==> config.mk <==
export PLATFORM = sky130hd
export DESIGN_NAME = tanh_scheduler
export DESIGN_NICKNAME = d
export VERILOG_FILES = /design/src/rtl/tanh_sched_pkg.sv /design/src/rtl/rr_arbiter.sv /design/src/rtl/tanh_scheduler.sv
export SDC_FILE = /design/constraint.sdc
export NUM_CORES = 1
export LEC_CHECK = 0
export BUFFER_PORTS_ARGS = -buffer_cell sky130_fd_sc_hd__buf_4
export CAP_MARGIN = 10
export CORE_MARGIN = 4
export CORE_UTILIZATION = 30
export DETAILED_ROUTE_END_ITERATION = 7
export PLACE_DENSITY = 0.58
export REMOVE_ABC_BUFFERS = 1
export SLEW_MARGIN = 40
export SYNTH_ARGS = -nofsm -noshare
export SYNTH_HDL_FRONTEND = slang
export SYNTH_SLANG_ARGS = --single-unit
==> constraint.sdc <==
create_clock -name clk -period 8.6 [get_ports clk]
set_input_delay 0.43 -clock clk [delete_from_list [all_inputs] [get_ports clk]]
set_output_delay 0.43 -clock clk [all_outputs]
set_load 0.1 [all_outputs]
==> src/rtl/tanh_sched_pkg.sv <==
// Shared types and defaults for the Tanh engine scheduler.
// Holds the scheduler state enum and the default geometry of the block.
package tanh_sched_pkg;

    localparam int unsigned DefNumReq  = 4;
    localparam int unsigned DefDataW   = 32;
    localparam int unsigned DefEngLat  = 4;
    localparam int unsigned InflightW  = 5;

    typedef enum logic [1:0] {
        StRun,
        StDrain,
        StHold
    } sched_state_e;

    // Index width that stays legal for a single requester.
    function automatic int unsigned idx_width(int unsigned n);
        return (n > 1) ? $clog2(n) : 1;
    endfunction

endpackage

==> src/rtl/rr_arbiter.sv <==
// Round-robin arbiter: one-hot grant, search starts one past the last winner.
// Purely combinational; the pointer register lives in the caller.
module rr_arbiter #(
    parameter int unsigned NUM_REQ = 4,
    parameter int unsigned PTR_W   = 2
) (
    input  logic [NUM_REQ-1:0] req,
    input  logic [PTR_W-1:0]   ptr,
    input  logic               enable,
    output logic [NUM_REQ-1:0] grant
);

    always_comb begin
        logic        found;
        int unsigned idx;
        found = 1'b0;
        idx   = 0;
        grant = '0;
        for (int unsigned off = 1; off <= NUM_REQ; off++) begin
            idx = (32'(ptr) + off) % NUM_REQ;
            if (enable && !found && req[PTR_W'(idx)]) begin
                grant[PTR_W'(idx)] = 1'b1;
                found              = 1'b1;
            end
        end
    end

endmodule

==> src/rtl/tanh_scheduler.sv <==
// Shares one fixed-latency Tanh engine among NUM_REQ requesters.
// A tag pipe tracks which requester owns each engine result; drain support empties the pipe.
module tanh_scheduler
    import tanh_sched_pkg::*;
#(
    parameter int unsigned NUM_REQ = DefNumReq,
    parameter int unsigned DATA_W  = DefDataW,
    parameter int unsigned ENG_LAT = DefEngLat
) (
    input  logic                      clk,
    input  logic                      rst_n,
    input  logic [NUM_REQ-1:0]        req_valid,
    input  logic [NUM_REQ*DATA_W-1:0] req_data,
    output logic [NUM_REQ-1:0]        req_ready,
    output logic [NUM_REQ-1:0]        rsp_valid,
    output logic [DATA_W-1:0]         rsp_data,
    output logic                      eng_valid_in,
    output logic [DATA_W-1:0]         eng_data_in,
    input  logic                      eng_valid_out,
    input  logic [DATA_W-1:0]         eng_data_out,
    input  logic                      drain_req,
    output logic                      drain_done,
    output logic [InflightW-1:0]      inflight,
    output logic                      err_spurious
);

    localparam int unsigned IdW = idx_width(NUM_REQ);

    sched_state_e         state_q, state_d;
    logic [IdW-1:0]       ptr_q, ptr_d;
    logic [NUM_REQ-1:0]   grant;
    logic                 arb_en;
    logic                 transfer;
    logic [IdW-1:0]       grant_id;
    logic [DATA_W-1:0]    grant_data;

    logic                 eng_valid_in_q;
    logic [DATA_W-1:0]    eng_data_in_q;
    logic [IdW-1:0]       issue_id_q;

    logic [ENG_LAT-1:0]   tag_vld_q;
    logic [IdW-1:0]       tag_id_q [ENG_LAT];
    logic                 tail_vld;
    logic [IdW-1:0]       tail_id;

    logic [NUM_REQ-1:0]   rsp_valid_q, rsp_valid_d;
    logic [DATA_W-1:0]    rsp_data_q;
    logic                 rsp_fire;
    logic                 drop_d, drop_q;
    logic                 spur_d;
    logic                 err_q;
    logic [InflightW-1:0] inflight_q, inflight_d;
    logic                 drain_done_q;

    // ---------------------------------------------------------------- arbitration
    assign arb_en = (state_q == StRun);

    rr_arbiter #(
        .NUM_REQ (NUM_REQ),
        .PTR_W   (IdW)
    ) u_arb (
        .req    (req_valid),
        .ptr    (ptr_q),
        .enable (arb_en),
        .grant  (grant)
    );

    assign req_ready = grant;
    assign transfer  = |grant;

    always_comb begin
        grant_id   = '0;
        grant_data = '0;
        for (int i = 0; i < NUM_REQ; i++) begin
            if (grant[i]) begin
                grant_id   = IdW'(i);
                grant_data = req_data[i*DATA_W +: DATA_W];
            end
        end
    end

    assign ptr_d = transfer ? grant_id : ptr_q;

    // ---------------------------------------------------------------- issue stage
    always_ff @(posedge clk or negedge rst_n) begin
        if (!rst_n) begin
            eng_valid_in_q <= 1'b0;
            eng_data_in_q  <= '0;
            issue_id_q     <= '0;
            ptr_q          <= IdW'(NUM_REQ - 1);
        end else begin
            eng_valid_in_q <= transfer;
            ptr_q          <= ptr_d;
            if (transfer) begin
                eng_data_in_q <= grant_data;
                issue_id_q    <= grant_id;
            end
        end
    end

    // Stage 0 of the tag pipe follows the engine input register, so the
    // tail lines up with eng_valid_out exactly ENG_LAT cycles after issue.
    always_ff @(posedge clk or negedge rst_n) begin
        if (!rst_n) begin
            tag_vld_q <= '0;
            for (int i = 0; i < ENG_LAT; i++) begin
                tag_id_q[i] <= '0;
            end
        end else begin
            tag_vld_q[0] <= eng_valid_in_q;
            tag_id_q[0]  <= issue_id_q;
            for (int i = 1; i < ENG_LAT; i++) begin
                tag_vld_q[i] <= tag_vld_q[i-1];
                tag_id_q[i]  <= tag_id_q[i-1];
            end
        end
    end

    assign tail_vld = tag_vld_q[ENG_LAT-1];
    assign tail_id  = tag_id_q[ENG_LAT-1];

    // ---------------------------------------------------------------- response
    always_comb begin
        rsp_fire    = eng_valid_out && tail_vld;
        drop_d      = tail_vld && !eng_valid_out;
        spur_d      = eng_valid_out && !tail_vld;
        rsp_valid_d = '0;
        if (rsp_fire) begin
            rsp_valid_d[tail_id] = 1'b1;
        end
    end

    always_ff @(posedge clk or negedge rst_n) begin
        if (!rst_n) begin
            rsp_valid_q <= '0;
            rsp_data_q  <= '0;
            drop_q      <= 1'b0;
            err_q       <= 1'b0;
        end else begin
            rsp_valid_q <= rsp_valid_d;
            drop_q      <= drop_d;
            err_q       <= err_q | drop_d | spur_d;
            if (rsp_fire) begin
                rsp_data_q <= eng_data_out;
            end
        end
    end

    // ---------------------------------------------------------------- occupancy
    // Retirement is counted when the strobe (or the registered drop) is
    // visible, so a request stays counted through its response cycle.
    always_comb begin
        inflight_d = inflight_q;
        if (transfer && !((|rsp_valid_q) || drop_q)) begin
            inflight_d = inflight_q + 1'b1;
        end else if (!transfer && ((|rsp_valid_q) || drop_q)) begin
            inflight_d = inflight_q - 1'b1;
        end
    end

    // ---------------------------------------------------------------- drain FSM
    always_comb begin
        state_d = state_q;
        unique case (state_q)
            StRun:   if (drain_req)         state_d = StDrain;
            StDrain: if (inflight_q == '0)  state_d = StHold;
            StHold:  if (!drain_req)        state_d = StRun;
            default:                        state_d = StRun;
        endcase
    end

    always_ff @(posedge clk or negedge rst_n) begin
        if (!rst_n) begin
            state_q      <= StRun;
            inflight_q   <= '0;
            drain_done_q <= 1'b0;
        end else begin
            state_q      <= state_d;
            inflight_q   <= inflight_d;
            drain_done_q <= (state_d == StHold);
        end
    end

    assign eng_valid_in = eng_valid_in_q;
    assign eng_data_in  = eng_data_in_q;
    assign rsp_valid    = rsp_valid_q;
    assign rsp_data     = rsp_data_q;
    assign inflight     = inflight_q;
    assign drain_done   = drain_done_q;
    assign err_spurious = err_q;

endmodule

======== After elaboration in Yosys (flattened, before gate mapping) ========
Cells that the tools add are included.
storage, ports and cells
  output and inout bits ................... 80
  input port bits ......................... 168
  logic and storage cells ................. 109
  flip-flop bits (word level) ............. 95
cells by class
  eq/ne operators ......................... 3
  reductions and logical operators ........ 30
  bitwise operators ....................... 5
  $lt $le $gt $ge ......................... 10
  add/subtract/negate cells ............... 6
  multiplexer cells ....................... 39
operators with widths
  operator                                              count
  two-way mux 32 bit                                    4
  two-way mux 4 bit                                     5
  logical AND 1 bit                                     17
  < comparator 2 x 3 -> 1 bit (second input constant)   5
  two-way mux 1 bit                                     13
  OR 4 bit                                              3
  demux 1 bit (select 2 bit)                            5
  >= comparator 2 x 1 -> 1 bit (second input constant)  5
  two-way mux 2 bit                                     5
  two-way mux 5 bit                                     2
  binary-select mux 1 bit (select 2 bit)                4
  OR reduction 4 bit                                    2
  logical NOT 1 bit                                     7
  one-hot mux 2 bit (3 select lines)                    1
  adder 5 x 1 -> 5 bit (second input constant)          1
  logical NOT 5 bit                                     1
  subtractor 5 x 1 -> 5 bit (second input constant)     1
  adder 2 x 1 -> 2 bit (second input constant)          2
  adder 2 bit (second input constant)                   2
  == test 2 bit (second input constant)                 2
  == test 2 x 1 -> 1 bit (second input constant)        1
  logical NOT 2 bit                                     1
  OR 1 bit                                              2
  nonzero test 2 bit                                    1
  logical OR 1 bit                                      1

======== Longest topological paths before layout ========
Gate-level depths: netlist (run 1).
  depth in word-level cells ............... 22
  gate-level depth with buffers ........... 18

======== By module ========
Synthesis (run 1) repeated with hierarchy kept, for this count alone.
second synthesis, totals
  cell total of the unflattened synthesis .. 457
  area, all modules ....................... 4,645.7 sq um
by module, submodules not included
  module          times used  area each (sq um)  cells an instance  sequential area each (sq um)
  tanh_scheduler  1           4,226.6            405                2,379.8
  rr_arbiter      1           419.2              52                 0.0

======== Worst setup path after synthesis (run 1) ========
OpenSTA, ideal clock, no wires.
  path kind ............................... reg2reg
  start ................................... register ptr_q[0]
  end ..................................... register inflight_q[4] (netlist: inflight[4])
  stages on the path, launching flop included .. 17
  setup time .............................. 0.162 ns
  setup slack ............................. 4.099 ns
  data required time ...................... 8.438 ns
  buffers on the path ..................... 1
  arrival time ............................ 4.339 ns
  cell sequence ........................... dfstp_2 buf_6 inv_1 ha_1 mux4_2 nor3b_1 a221o_2 nor4_4 inv_1 ha_1 inv_1 ha_1 a21o_1 a21oi_1 xnor2_1 nor2_1 xor2_1
on the way
  word-level cells in the longest chain between the ends .. 21
  elaborated cells between the ends (all ways) .. 58
  classes of those cells .................. add/sub (4); order compare (8); mux (24); bitwise (3); reduce/logical (19)
RTL lines
  item                                                                                  line                   RTL
  start: declaration                                                                    tanh_scheduler.sv:30   logic [IdW-1:0] ptr_q, ptr_d;
  start signal: assignment                                                              tanh_scheduler.sv:90   ptr_q <= IdW'(NUM_REQ - 1);
  start signal: assignment                                                              tanh_scheduler.sv:93   ptr_q <= ptr_d;
  parallel branches: the longest is 16 deep, another holds < comparator 2 x 3 -> 1 bit  -
  two-way mux 4 bit *                                                                   rr_arbiter.sv:21       if (enable && !found && req[PTR_W'(idx)]) begin
  named net req_ready[1]                                                                tanh_scheduler.sv:14   output logic [NUM_REQ-1:0] req_ready,
  OR reduction 4 bit *                                                                  tanh_scheduler.sv:69   assign transfer = |grant;
  named net transfer                                                                    tanh_scheduler.sv:33   logic transfer;
  logical NOT 1 bit                                                                     tanh_scheduler.sv:156  end else if (!transfer && ((|rsp_valid_q) || drop_q)) begin
  logical AND 1 bit                                                                     tanh_scheduler.sv:156
  nonzero test 2 bit (no line)                                                          -
  end signal: assignment                                                                tanh_scheduler.sv:179  inflight_q <= inflight_d;
  end: declaration                                                                      tanh_scheduler.sv:52   logic [InflightW-1:0] inflight_q, inflight_d;
Mark *: on every way through the listed nets, which the timed path passes. The select of a mux whose other input is x is not followed.
A chain may end at the register's enable or synchronous reset.

======== Worst setup path after layout (run 1) ========
  start ................................... register ptr_q[0]
  end ..................................... register inflight_q[4] (netlist: inflight[4])
on the way
  word-level cells in the longest chain between the ends .. 21
  elaborated cells between the ends (all ways) .. 58
  classes of those cells .................. add/sub (4); order compare (8); mux (24); bitwise (3); reduce/logical (19)
RTL lines
  item                                                                                  line
  parallel branches: the longest is 16 deep, another holds < comparator 2 x 3 -> 1 bit  -
  two-way mux 4 bit *                                                                   rr_arbiter.sv:21
  OR reduction 4 bit *                                                                  tanh_scheduler.sv:69
  named net transfer                                                                    tanh_scheduler.sv:33
  logical NOT 1 bit                                                                     tanh_scheduler.sv:156
  logical AND 1 bit                                                                     tanh_scheduler.sv:156
  nonzero test 2 bit (no line)                                                          -
Marks and branches as above.

==> results.toml, run 1 <==
[layout]
nets = 853
antennaDiodeCount = 0
final_layout_size_suffix_gt1_frac = 0.509
fill_cells = 1537
area_growth_pct = 46.4

[min_path]
hold_path.class = "input port to flop"
holdPathEnd = "drop_q"
min_from = "eng_valid_out"
hold_depth = 2

[critical_path]
r2r-end = "inflight[4]"
worstSetupStartpoint = "ptr_q[0]"
r2r_start = "ptr_q[0]"
rr_worst_depth = 15
ff2ff_setup_slack_ps = 4260
worst_ep_required_time_ps = 8830
worstPathArrival_ps = 4570
cp-end-kind = "flop"
startpoint_type = "flop"
crit_fanout = 10
worstSetupPathType = "flop to flop"

[synthesis]
synthArstFlopShare = 1.00
synth_cell_types = 42
ys_seq_elements = 95
synth_area_um2 = 5000
yosys_most_used_dff = "dfrtp_1"
postSynthCellCount = 436
yosys_warnings = 0
yosysSeqAreaShare = 0.476
synth-edff-count = 0
synth.avg_cell_area_um2 = 11.5

[placement]
io_buffer_count = 247
gp_congestion = 0.815
dp_hpwl_um = 11400

[timing]
hold_viol_final = 0
worstMarginPinSlew_ps = 714
maxSlewHeadroom = 0.524
clock_skew_ps = 6.36
grt_setup_unrepaired = "false"
maxSlewViolCount = 0
fin_crit_ps = 4340
max_freq_ghz = 0.230
setup_viol = 0
fin_crit_sh = 0.505
setup_tns_ps = 0

[grt]
overflow = 0
antenna_found_initial = 0
track_usage = 0.152
grt_pass1_wl_um = 22400
grt_max_degree = 91
grt_pass1_vias = 4472

[floorplanning]
die_y_um = 137
die_x_um = 137
placementRows = 46
coreArea_um2 = 16100
start_util = 0.310
dieArea_um2 = 18800
num_io_pins = 248

[route]
vias_per_cell = 4.68
drc = 0
wl_per_cell_um = 16.4
ant_nets = 0
vias = 4183
drtPass1Iterations = 4
wirelength_um = 14700
drtIter0Drc = 163

[clocking]
postCtsSetupBuffers = 0
cts-resized-gates = 0
clock-sinks = 95
clk_latency_ps = 340
path_clk_slew_ps = 70
cts_tree = "yes"
h-tree-depth = 3
cts-root-buf = "clkbuf_16"
clockBufferDepth = 2
numCtsBuffers = 9

[outcome]
status = "finished clean"

[flow_run]
drv_cap = 0
-- worst max path at each step --
stage / slack [ps] / to
after floorplan: 2860 / inflight[4]
after global placement: 4400 / inflight[4]
after detailed placement: 4250 / inflight[4]
after CTS: 4230 / inflight[4]
after global routing: 4000 / inflight[4]
final: 4260 / inflight[4]
-- sequential cells by signal, indices dropped and copies added (netlist names), 2 cells and up --
| register | flops |
|---|---|
| eng_data_in | 32 |
| rsp_data | 32 |
| tag_id_q | 6 |
| inflight | 5 |
| rsp_valid | 4 |
| tag_vld_q | 4 |
| issue_id_q | 2 |
| ptr_q | 2 |
| state_q | 2 |
| tail_id | 2 |
-- worst max-delay path, stage by stage (launching register included) --
cell and delay (ps):
dfstp_2 660, inv_1 140, ha_1 430, mux4_2 550, nor3b_1 200, a221o_2 480
nor4_4 300, inv_1 140, ha_1 240, inv_1 130, ha_1 290, a21o_1 190
a21oi_1 160, xnor2_1 130, nor2_1 60, xor2_1 140
-- stage by stage --
stage | cell area, um^2 | instances | worst slack [ps] | hold slack (ps) | util
final | 7310 | 894 | 4260 | 262 | 0.454
after global routing | 7310 | 894 | 4000 | 252 | 0.454
after CTS | 7310 | 894 | 4230 | 240 | 0.454
after detailed placement | 7000 | 877 | 4250 | 243 | 0.434
after global placement | 6990 | 877 | 4400 | 238 | 0.434
after floorplan | 4820 | 408 | 2860 | 134 | -
-- what timing repair did --
action,4_1_cts,5_1_grt
hold endpoints to repair,5,0
setup endpoints to repair,0,0
hold buffers,1,0
-- Yosys cell counts, drive strengths merged, types with 10 or more instances --
cell type | count | area share
mux2 | 33 | 0.074
buf | 15 | 0.026
inv | 68 | 0.051
nand2 | 10 | 0.0075
o221ai | 32 | 0.094
ha | 11 | 0.028
a22o | 32 | 0.056
nand2b | 33 | 0.041
a21oi | 38 | 0.038
clkbuf | 13 | 0.0098
dfrtp | 93 | 0.47
-- cell usage in the layout (no fill, tap or decap), types with 4 or more instances in the layout --
cell and n:
nor2_1 6, inv_1 68, clkbuf_16 9, ha_1 11
a22o_1 32, nand2b_1 32, mux2_2 33, nand2_1 10
nand3b_1 5, buf_4 252, o21ai_0 6, dfrtp_1 93
a21oi_1 38, o221ai_2 30, nor3b_1 4
-- metal layers --
| layer | wire [um] | part of all wire | track usage | up-vias |
|---|---|---|---|---|
| li1 | - | - | - | 2010 |
| met1 | 5880 | 0.40 | 0.180 | 1975 |
| met2 | 7340 | 0.50 | 0.265 | 181 |
| met3 | 1250 | 0.085 | 0.0404 | 17 |
| met4 | 227 | 0.015 | 0.0521 | 0 |
| met5 | 0 | 0 | 0 | - |
-- logic make-up (layout without fill, tap and decap cells) --
| group | count (synthesis) | in the layout | synth area share |
|---|---|---|---|
| muxes | 39 | 39 | 0.0972 |
| and+or+nand+nor | 73 | 73 | 0.0904 |
| buffers and inverters | 96 | 338 | 0.0872 |
| xor gates and xnor gates | 5 | 5 | 0.00877 |
| AOI/OAI and AO/OA | 116 | 116 | 0.209 |
| DFF | 95 | 95 | 0.476 |
| adders and majority gates | 12 | 12 | 0.0316 |
-- cell type report --
cell class	count	area, um^2	area share
Tap cell	216	270	0.0370
Clock buffer	9	225	0.0308
Multi-Input combinational cell	245	2190	0.299
Timing Repair Buffer	254	1920	0.262
Inverter	68	255	0.0349
Sequential cell	95	2380	0.325
Clock inverter	7	78.8	0.0108
Power of run 1 is left out: the tool's default activity adds up to more than one toggle a clock period on the data nets, which glitch-free logic cannot reach.
==> inputs of run 2 (changes only) <==
ABC_AREA = 1   (was default)
clock period = 4.52 ns   (was 8.6 ns; I/O delays follow)
==> run 2 against run 1 <==
Net effect: count of clock-buffer cells in the layout unchanged; flip-flop and latch count unchanged; clock skew down 1.0 ps; via count up 20%; global-route usage up 1.6 points; critical path type unchanged; core utilization down 1.2 points; highest routed layer unchanged; worst setup slack worse by 3200 ps; register-to-register slack worse by 3200 ps; die area up 5.0%.
==> results.toml, run 2 <==
[critical_path]
crit_end = "inflight[4]"
path_cells = "inv_1 -> ha_1 -> inv_1 -> nand3_1 -> and2_4 -> nor2_2 -> nand3_1 -> nand2_1 -> nor2_4 -> inv_2 -> nor2_8 -> nand2_1 -> ha_1 -> inv_1 -> ha_1 -> a21o_1 -> a31oi_1 -> nand2_1 -> nand2_1 -> nor2_1 -> xor2_1"
ff2ff_setup_slack_ps = 1010
startpoint_type = "flop"
r2r_start = "ptr_q[1]"
critical_path_buf_inv_count = 4
slowest_delay_ps = 590
path_depth = 21
cp_common_cell = "nand2_1"
crit_fanout = 7
worstSetupPathType = "flop to flop"
crit_slowest_cell = "dfstp_2"
cp-end-kind = "flop"
rr_worst_depth = 21
worstPathArrival_ps = 3730
worstSetupStartpoint = "ptr_q[1]"
worst_ep_required_time_ps = 4750
r2r-end = "inflight[4]"
cpLargestDelayFamily = "simple AND/OR/NAND/NOR gates"

[floorplanning]
die_x_um = 140
start_util = 0.305
num_io_pins = 248
die_y_um = 140
placementRows = 48
dieArea_um2 = 19700
coreArea_um2 = 17200

[synthesis]
synth_cell_types = 33
yosys_warnings = 0
synth.avg_cell_area_um2 = 8.12
synth_common_cells = "nand2_1 (163), nand3_1 (111), dfrtp_1 (93), inv_1 (81)"
synth-edff-count = 0
ys_seq_elements = 95
postSynthCellCount = 648
synthArstFlopShare = 1.00
yosysSeqAreaShare = 0.452
synth_area_um2 = 5260
synthDominantCellAreaShare = 0.442
yosys_most_used_dff = "dfrtp_1"
synth_most_common_cell = "nand2_1"
synth_area_leaders = "dfrtp_1 (44%), nand2_1 (12%), nand3_1 (11%)"
yosys.area.top_type = "dfrtp_1"

[clocking]
clockBufferDepth = 2
numCtsBuffers = 9
clock-sinks = 95
h-tree-depth = 3
cts-root-buf = "clkbuf_16"
cts_tree = "yes"
postCtsSetupBuffers = 0
path_clk_slew_ps = 70
clk_latency_ps = 340

[grt]
overflow = 0
grt_pass1_vias = 5132
grt_max_degree = 68
track_usage = 0.168
antenna_found_initial = 0
grt_pass1_wl_um = 26700

[route]
wl_per_cell_um = 14.9
ant_nets = 0
wirelength_um = 16600
drtPass1Iterations = 5
drtIter0Drc = 197
drc = 0
vias_per_cell = 4.52
vias = 5032

[timing]
maxSlewHeadroom = 0.513
grt_setup_unrepaired = "false"
setup_viol = 0
hold_viol_final = 0
max_freq_ghz = 0.285
worstMarginPinSlew_ps = 730
fin_crit_sh = 0.776
setup_tns_ps = 0
whs_ps = 59.3
maxSlewViolCount = 0
fin_crit_ps = 3510
clock_skew_ps = 5.34

[layout]
area_growth_pct = 44.6
final_common_cell = "buf_4"
mostFrequentLayoutCells = "buf_4 (256), nand2_1 (163), nand3_1 (111)"
antennaDiodeCount = 0
nets = 1064
final_layout_size_suffix_gt1_frac = 0.369

[outcome]
status = "finished clean"

[placement]
gp_congestion = 0.810
io_buffer_count = 247
dp_hpwl_um = 12100

[min_path]
hold_path.class = "input port to flop"

[flow_run]
drv_cap = 0
==> run 2: cell count changes in the layout (fill, tap and decap cells not counted), moves of 5 or more <==
cell      delta
nor2_1      +32
nand2_1    +153
a22o_1      -32
nand3_2      +5
o221ai_2    -30
inv_1       +13
nand2b_1    -32
nand3b_1     -5
nand3_1    +111
==> run 2: worst min path at each step <==
| stage | end | from | slack, ps | depth (start not counted) |
|---|---|---|---|---|
| 2_1_floorplan | drain_done | rst_n | -70 | 0 |
| 3_3_place_gp | rsp_data[9] | rst_n | 260 | 1 |
| 3_5_place_dp | rsp_data[9] | rst_n | 260 | 1 |
| 4_1_cts | drop_q | eng_valid_out | 40 | 2 |
| 5_1_grt | drop_q | eng_valid_out | 40 | 2 |
| 6_report | drop_q | eng_valid_out | 60 | 2 |
==> run 2: cell type report <==
class / count / area [um^2]
Timing Repair Buffer: 257 / 1930
Sequential cell: 95 / 2380
Fill cell: 1690 / 9630
Multi-Input combinational cell: 435 / 2350
Clock inverter: 6 / 116
Clock buffer: 9 / 225
Inverter: 86 / 323
Tap cell: 225 / 282
==> run 2: kinds of logic after synthesis <==
group	synth area share
adder cells (fa/ha/maj)	0.0300
AND/OR/NAND/NOR	0.297
XOR/XNOR	0.00333
multiplexers	0.0685
flip-flops	0.452
buffers and inverters	0.101
AO/OA/AOI/OAI	0.0488
==> run 2: layer usage <==
layer / wire [um] / track usage / part of all wire
met1: 6930 / 0.213 / 0.42
met2: 7670 / 0.276 / 0.46
met3: 1750 / 0.0584 / 0.11
met4: 199 / 0.0418 / 0.012
met5: 0 / 0 / 0
==> run 2: through the flow <==
| step | setup WS (ps) | std cells | util | instance area [um^2] |
|---|---|---|---|---|
| 2_1_floorplan | -346 | 616 | - | 5050 |
| 3_3_place_gp | 1100 | 1097 | 0.421 | 7260 |
| 3_5_place_dp | 1020 | 1097 | 0.421 | 7260 |
| 4_1_cts | 1010 | 1113 | 0.441 | 7610 |
| 5_1_grt | 675 | 1113 | 0.441 | 7610 |
| 6_report | 1010 | 1113 | 0.441 | 7610 |
==> run 2: timing repair <==
| item | 4_1_cts | 5_1_grt |
|---|---|---|
| endpoints found under the hold margin | 40 | 0 |
| hold buffers | 1 | 0 |
| gates resized for setup | 0 | 0 |
Power of run 2 is left out for the same reason.
